<file path="config.mk">
export PLATFORM = sky130hd
export DESIGN_NAME = xbutton_resp_flat
export DESIGN_NICKNAME = d
export VERILOG_FILES = /design/src/rtl/xbutton_resp_pkg.sv /design/src/rtl/xbutton_resp_if.sv /design/src/rtl/xbutton_resp_xdebounce.sv /design/src/rtl/xbutton_resp.sv /design/src/flat_wrapper.sv
export SDC_FILE = /design/constraint.sdc
export NUM_CORES = 1
export LEC_CHECK = 0
export CAP_MARGIN = 20
export CELL_PAD_IN_SITES_DETAIL_PLACEMENT = 1
export CELL_PAD_IN_SITES_GLOBAL_PLACEMENT = 2
export CORE_ASPECT_RATIO = 0.6
export CORE_MARGIN = 1.5
export CORE_UTILIZATION = 35
export CTS_BUF_LIST = sky130_fd_sc_hd__clkbuf_8
export DETAILED_ROUTE_END_ITERATION = 10
export GPL_TIMING_DRIVEN = 0
export PLACE_DENSITY = 0.76
export REMOVE_ABC_BUFFERS = 1
export SKIP_LAST_GASP = 1
export SYNTH_ARGS = -nofsm -noshare
export SYNTH_HDL_FRONTEND = slang
export SYNTH_HIERARCHICAL = 1
export SYNTH_SLANG_ARGS = --single-unit
</file>
<file path="constraint.sdc">
create_clock -name clk -period 2 [get_ports clk]
set_input_delay 0.5 -clock clk [delete_from_list [all_inputs] [get_ports clk]]
set_output_delay 0.5 -clock clk [all_outputs]
set_load 0.01 [all_outputs]
</file>
<file path="src/rtl/xbutton_resp_pkg.sv">
// Shared constants for the switch/button responder: bus widths and the register map.
package xbutton_resp_pkg;

  localparam int unsigned DATA_W        = 32;
  localparam int unsigned BUTTON_ADDR_W = 2;

  typedef enum logic [BUTTON_ADDR_W-1:0] {
    SW_LVL_ADDR   = 2'd0,
    BTN_LVL_ADDR  = 2'd1,
    BTN_EVT_ADDR  = 2'd2,
    BTN_MASK_ADDR = 2'd3
  } reg_addr_e;

endpackage

</file>
<file path="src/rtl/xbutton_resp_if.sv">
// Decoder-to-responder register bus: select, write strobe, offset and data.
interface xbutton_resp_if;
  import xbutton_resp_pkg::*;

  logic                     sel;
  logic                     we;
  logic [BUTTON_ADDR_W-1:0] addr;
  logic [DATA_W-1:0]        data_in;
  logic [DATA_W-1:0]        data_to_rd;

  modport master (output sel, output we, output addr, output data_in, input  data_to_rd);
  modport slave  (input  sel, input  we, input  addr, input  data_in, output data_to_rd);
endinterface

</file>
<file path="src/rtl/xbutton_resp_xdebounce.sv">
// One-bit two-flop synchroniser followed by a counter-based debouncer.
module xdebounce #(
  parameter int unsigned DEB_W   = 16,
  parameter int unsigned DEB_CNT = 50000
) (
  input  logic clk,
  input  logic rst,
  input  logic in,
  output logic out
);

  localparam logic [DEB_W-1:0] CNT_LAST = DEB_W'(DEB_CNT - 1);

  logic [1:0]       r_sync;
  logic [DEB_W-1:0] r_cnt;
  logic             r_stable;

  // Any return to the stable level before the count completes restarts it.
  always_ff @(posedge clk) begin
    if (rst) begin
      r_sync   <= '0;
      r_cnt    <= '0;
      r_stable <= 1'b0;
    end else begin
      r_sync <= {r_sync[0], in};
      if (r_sync[1] == r_stable) begin
        r_cnt <= '0;
      end else if (r_cnt == CNT_LAST) begin
        r_stable <= r_sync[1];
        r_cnt    <= '0;
      end else begin
        r_cnt <= r_cnt + DEB_W'(1);
      end
    end
  end

  assign out = r_stable;

endmodule

</file>
<file path="src/rtl/xbutton_resp.sv">
// Switch/button bus responder: debounced levels, sticky press events, irq mask, combinational read mux.
module xbutton_resp
  import xbutton_resp_pkg::*;
#(
  parameter int unsigned N_SW    = 8,
  parameter int unsigned N_BTN   = 4,
  parameter int unsigned DEB_W   = 16,
  parameter int unsigned DEB_CNT = 50000
) (
  input  logic             clk,
  input  logic             rst,
  xbutton_resp_if.slave    bus,
  input  logic [N_SW-1:0]  sw_in,
  input  logic [N_BTN-1:0] btn_in,
  output logic             irq
);

  logic [N_SW-1:0]   w_sw_lvl;
  logic [N_BTN-1:0]  w_btn_lvl;
  logic [N_BTN-1:0]  w_btn_rise;
  logic [N_BTN-1:0]  w_evt_clr;
  logic              w_wr;
  logic [DATA_W-1:0] w_rd_data;
  logic              w_unused_data;

  logic [N_BTN-1:0]  r_btn_prev;
  logic [N_BTN-1:0]  r_evt;
  logic [N_BTN-1:0]  r_mask;
  logic              r_irq;

  for (genvar g = 0; g < N_SW; g++) begin : g_sw
    xdebounce #(.DEB_W(DEB_W), .DEB_CNT(DEB_CNT)) u_deb (
      .clk (clk), .rst (rst), .in (sw_in[g]), .out (w_sw_lvl[g])
    );
  end

  for (genvar g = 0; g < N_BTN; g++) begin : g_btn
    xdebounce #(.DEB_W(DEB_W), .DEB_CNT(DEB_CNT)) u_deb (
      .clk (clk), .rst (rst), .in (btn_in[g]), .out (w_btn_lvl[g])
    );
  end

  assign w_wr          = bus.sel & bus.we;
  assign w_btn_rise    = w_btn_lvl & ~r_btn_prev;
  assign w_evt_clr     = (w_wr && (bus.addr == BTN_EVT_ADDR)) ? bus.data_in[N_BTN-1:0] : '0;
  assign w_unused_data = &{1'b0, bus.data_in};

  // A press landing on the same edge as a write-1-clear keeps its flag.
  always_ff @(posedge clk) begin
    if (rst) begin
      r_btn_prev <= '0;
      r_evt      <= '0;
      r_mask     <= '0;
      r_irq      <= 1'b0;
    end else begin
      r_btn_prev <= w_btn_lvl;
      r_evt      <= (r_evt & ~w_evt_clr) | w_btn_rise;
      if (w_wr && (bus.addr == BTN_MASK_ADDR)) begin
        r_mask <= bus.data_in[N_BTN-1:0];
      end
      r_irq <= |(r_evt & r_mask);
    end
  end

  always_comb begin
    w_rd_data = '0;
    if (bus.sel && !bus.we) begin
      case (reg_addr_e'(bus.addr))
        SW_LVL_ADDR:   w_rd_data = DATA_W'(w_sw_lvl);
        BTN_LVL_ADDR:  w_rd_data = DATA_W'(w_btn_lvl);
        BTN_EVT_ADDR:  w_rd_data = DATA_W'(r_evt);
        BTN_MASK_ADDR: w_rd_data = DATA_W'(r_mask);
        default:       w_rd_data = '0;
      endcase
    end
  end

  assign bus.data_to_rd = w_rd_data;
  assign irq            = r_irq;

endmodule

</file>
<file path="src/flat_wrapper.sv">
// flat-port wrapper written by rule: the top's interface ports become plain ports
module xbutton_resp_flat import xbutton_resp_pkg::*;
#(
  parameter int unsigned N_SW    = 8,
  parameter int unsigned N_BTN   = 4,
  parameter int unsigned DEB_W   = 16,
  parameter int unsigned DEB_CNT = 50000
)
  (clk, rst, sw_in, btn_in, irq, bus_sel, bus_we, bus_addr, bus_data_in, bus_data_to_rd);
  xbutton_resp_if bus_i ();
  input  logic clk;
  input  logic rst;
  input  logic [N_SW-1:0] sw_in;
  input  logic [N_BTN-1:0] btn_in;
  output logic irq;
  input wire logic [$bits(bus_i.sel)-1:0] bus_sel;
  input wire logic [$bits(bus_i.we)-1:0] bus_we;
  input wire logic [$bits(bus_i.addr)-1:0] bus_addr;
  input wire logic [$bits(bus_i.data_in)-1:0] bus_data_in;
  output wire logic [$bits(bus_i.data_to_rd)-1:0] bus_data_to_rd;
  assign bus_i.sel = bus_sel;
  assign bus_i.we = bus_we;
  assign bus_i.addr = bus_addr;
  assign bus_i.data_in = bus_data_in;
  assign bus_data_to_rd = bus_i.data_to_rd;
  xbutton_resp #(.N_SW(N_SW), .N_BTN(N_BTN), .DEB_W(DEB_W), .DEB_CNT(DEB_CNT)) u_core (.clk(clk), .rst(rst), .bus(bus_i), .sw_in(sw_in), .btn_in(btn_in), .irq(irq));
endmodule
</file>
==> results.toml <==
[clock_network]
cts_tree = "built"
clock_latency_ns = 0.55
numCtsBuffers = 41
holdBufCountCts = 0
htreeDepth = 2
clock-root-buffer = "clkbuf_8"
clk_pin_slew_ns = 0.06
clk_path_buf_depth = 3
cts.sinks = 241

[timing]
setup_viol = 0
post-route-period-util = 0.972
fmax_mhz = 514
finalHoldViolations = 0
rsz0062_at_grt = "true"
fin_skew_ns = 0.0204
slew_viol_final = 0
tns_ns = 0
finalCriticalPeriod_ns = 1.94
timing.hold.ws_ns = 0.330

[logic_synthesis]
ys_seq_area_frac = 0.436
synth-main-ff-cell = "dfxtp_1"
synth_area_per_cell_um2 = 9.65
synth_warnings = 6
synth_edf_count = 0
async_reset_ff_frac = 0
syn_inst = 1146
synth_area_mm2 = 0.0111
netlist-cell-type-count = 46
synth_seq_cells = 241

[placement]
place_congestion = 0.706
hpwl_mm = 15.3
portBuffers = 30

[critical_path]
crit_path_max_fanout = 5
crit_slowest_cell = "nor4b_4"
path_buf_inv = 3
cp_slowest_stage_delay_ns = 0.28
start_kind = "primary input"
cp_top_family = "buffers and inverters"
setup.worst_path.end_class = "output pin"
path_cells = "buf_4 -> nor4b_4 -> buf_6 -> and2_1 -> dlygate4sd2_1"
worstPathRequired_ns = 1.50
worstPathArrival_ns = 1.44
critical_path_class = "primary input to output pin"

[grt]
grt_overflow_total = 0
grt_pass1_wl_mm = 38.5
antenna_found_initial = 0
grt_pass1_vias = 7700
grt_max_degree = 58
grt_use_total = 0.141

[status]
status = "complete, no violations"

[floorplan]
start_util = 0.355
ios = 83
die_area_mm2 = 0.0327
rows = 50
fp.coreArea_mm2 = 0.0312
die_h_um = 141
die_x_um = 233

[power_and_ir_drop]
ir_drop_uv = 457
finalPower_w = 0.00962
p_per_area_mw_per_mm2 = 766
leakage_nw = 4.09

[run]
max-cap-violations = 0

[route]
drcViolationCount = 0
first_pass_iters = 4
routed_wl_mm = 22.5
ant_nets = 0
wire_per_inst_um = 13.6
first_iter_violations = 315
vias = 7734
vias_per_cell = 4.68

[finish]
drive_gt1_frac = 0.156
syn_to_final_growth_pct = 13.5
nets = 1269
post-route-util = 0.403
n_fill_cell = 3592
diodes = 0

[hold_path]
worstHoldPathType = "primary input to register"
## stage by stage
| step | instances | setup WS (ns) | instance area (µm²) |
|---|---|---|---|
| floorplan | 1129 | 0.301 | 10800 |
| global placement | 1575 | -1.66 | 11600 |
| detailed placement | 1576 | -1.12 | 11600 |
| CTS | 1649 | 0.00119 | 12500 |
| global route | 1651 | -0.0261 | 12600 |
| finish | 1651 | 0.0560 | 12600 |
## where the power goes
| group | leakage [nW] | switching [W] | internal (W) |
|---|---|---|---|
| clock | 0.483 | 0.00200 | 0.00258 |
| sequential | 1.95 | 0.0000176 | 0.00483 |
| combinational | 1.66 | 0.000114 | 0.0000814 |
| total | 4.09 | 0.00213 | 0.00750 |
## final timing paths
| kind | depth (start not counted) | end | startpoint | slack (ns) |
|---|---|---|---|---|
| worst min-delay path | 2 | u_core/g_sw[4].u_deb/out | rst | 0.33 |
| worst max-delay path | 5 | bus_data_to_rd[6] | bus_addr[0] | 0.06 |
| worst min register to register | 1 | u_core/g_sw[6].u_deb/r_sync[1] | u_core/g_sw[6].u_deb/r_sync[0] | 0.44 |
| worst max register to register | 6 | u_core/g_sw[7].u_deb/r_cnt[9] | u_core/g_sw[7].u_deb/r_cnt[0] | 0.14 |
## sequential cells by signal (all words and copies together) (netlist names)
register / cells
u_core/g_sw.u_deb/out: 8
u_core/g_btn.u_deb/out: 4
u_core/g_btn.u_deb/r_cnt: 64
u_core/g_btn.u_deb/r_sync: 8
u_core/g_sw.u_deb/r_sync: 16
u_core/r_evt: 4
u_core/r_mask: 4
u_core/irq: 1
u_core/g_sw.u_deb/r_cnt: 128
u_core/r_btn_prev: 4
## worst reg2reg max path, stage by stage (launching register included)
cell	delay, ns
dfxtp_1	0.39
ha_1	0.26
nand3_4	0.14
or4_4	0.54
o21ai_4	0.20
buf_12	0.16
nor2_1	0.06
## cells in the final DEF, fill, tap and decap left out, types with 9 or more instances in the layout
master,instances
and3_2,11
clkbuf_8,52
clkdlybuf4s50_1,17
conb_1,24
dfxtp_1,234
ha_1,12
inv_1,51
mux2i_1,23
nand2_1,36
nand2_4,9
nand2b_1,13
nand3_1,60
nand4_1,14
nand4_2,11
nand4_4,11
nand4b_1,11
nor2_1,228
nor2_2,22
nor2b_1,28
nor3_1,48
nor4_2,22
nor4_4,11
nor4b_1,11
nor4bb_1,22
xnor2_1,168
xor2_1,12
## cell type report
| type | count | area, µm² | area share |
|---|---|---|---|
| multi-input cells | 850 | 5890 | 0.469 |
| flip-flops and latches | 241 | 4840 | 0.385 |
| clock buffers | 52 | 716 | 0.0570 |
| well taps | 416 | 520 | 0.0415 |
| repair buffers | 35 | 317 | 0.0252 |
| inverters | 38 | 143 | 0.0114 |
| clock inverters | 19 | 131 | 0.0105 |
## kinds of logic (layout without fill, tap and decap cells)
logic type               count (synthesis)  after routing  synth area share
AO/OA/AOI/OAI                           14             14           0.00916
XOR/XNOR                               180            180             0.143
adder cells (fa/ha/maj)                 12             12            0.0136
buffers and inverters                   78            144            0.0432
flip-flops                             241            241             0.436
multiplexers                            23             23            0.0208
other                                    1             24          0.000339
AND/OR/NAND/NOR                        597            597             0.334
## timing repair
item	CTS	global route
gates cloned	0	0
buffers inserted	3	2
setup endpoints to repair	8	120
pin swaps	1	1
gates resized for setup	49	16
## layer usage
metal,wire length [µm],share of wire,global-route usage,vias up
li1,-,-,-,3952
met3,768,0.034,0.0314,46
met2,8980,0.40,0.199,73
met5,0,0,0,-
met4,521,0.023,0.0492,0
met1,12200,0.54,0.209,3663
## synth_stat cells, types with 12 or more instances
cell type | n | area share
nand2b_1 | 13 | 0.0074
inv_1 | 38 | 0.013
nor3_1 | 48 | 0.022
xnor2_1 | 168 | 0.13
nor4bb_1 | 22 | 0.020
nor4_2 | 22 | 0.025
xor2_1 | 12 | 0.0095
nor2_2 | 22 | 0.012
nor2_1 | 228 | 0.077
mux2i_1 | 23 | 0.021
nand3_1 | 60 | 0.027
nor2b_1 | 28 | 0.016
buf_4 | 27 | 0.018
nand2_1 | 36 | 0.012
ha_1 | 12 | 0.014
dfxtp_1 | 241 | 0.44
nand4_1 | 14 | 0.0079
Note: power is estimated with default switching activity, not from simulation.
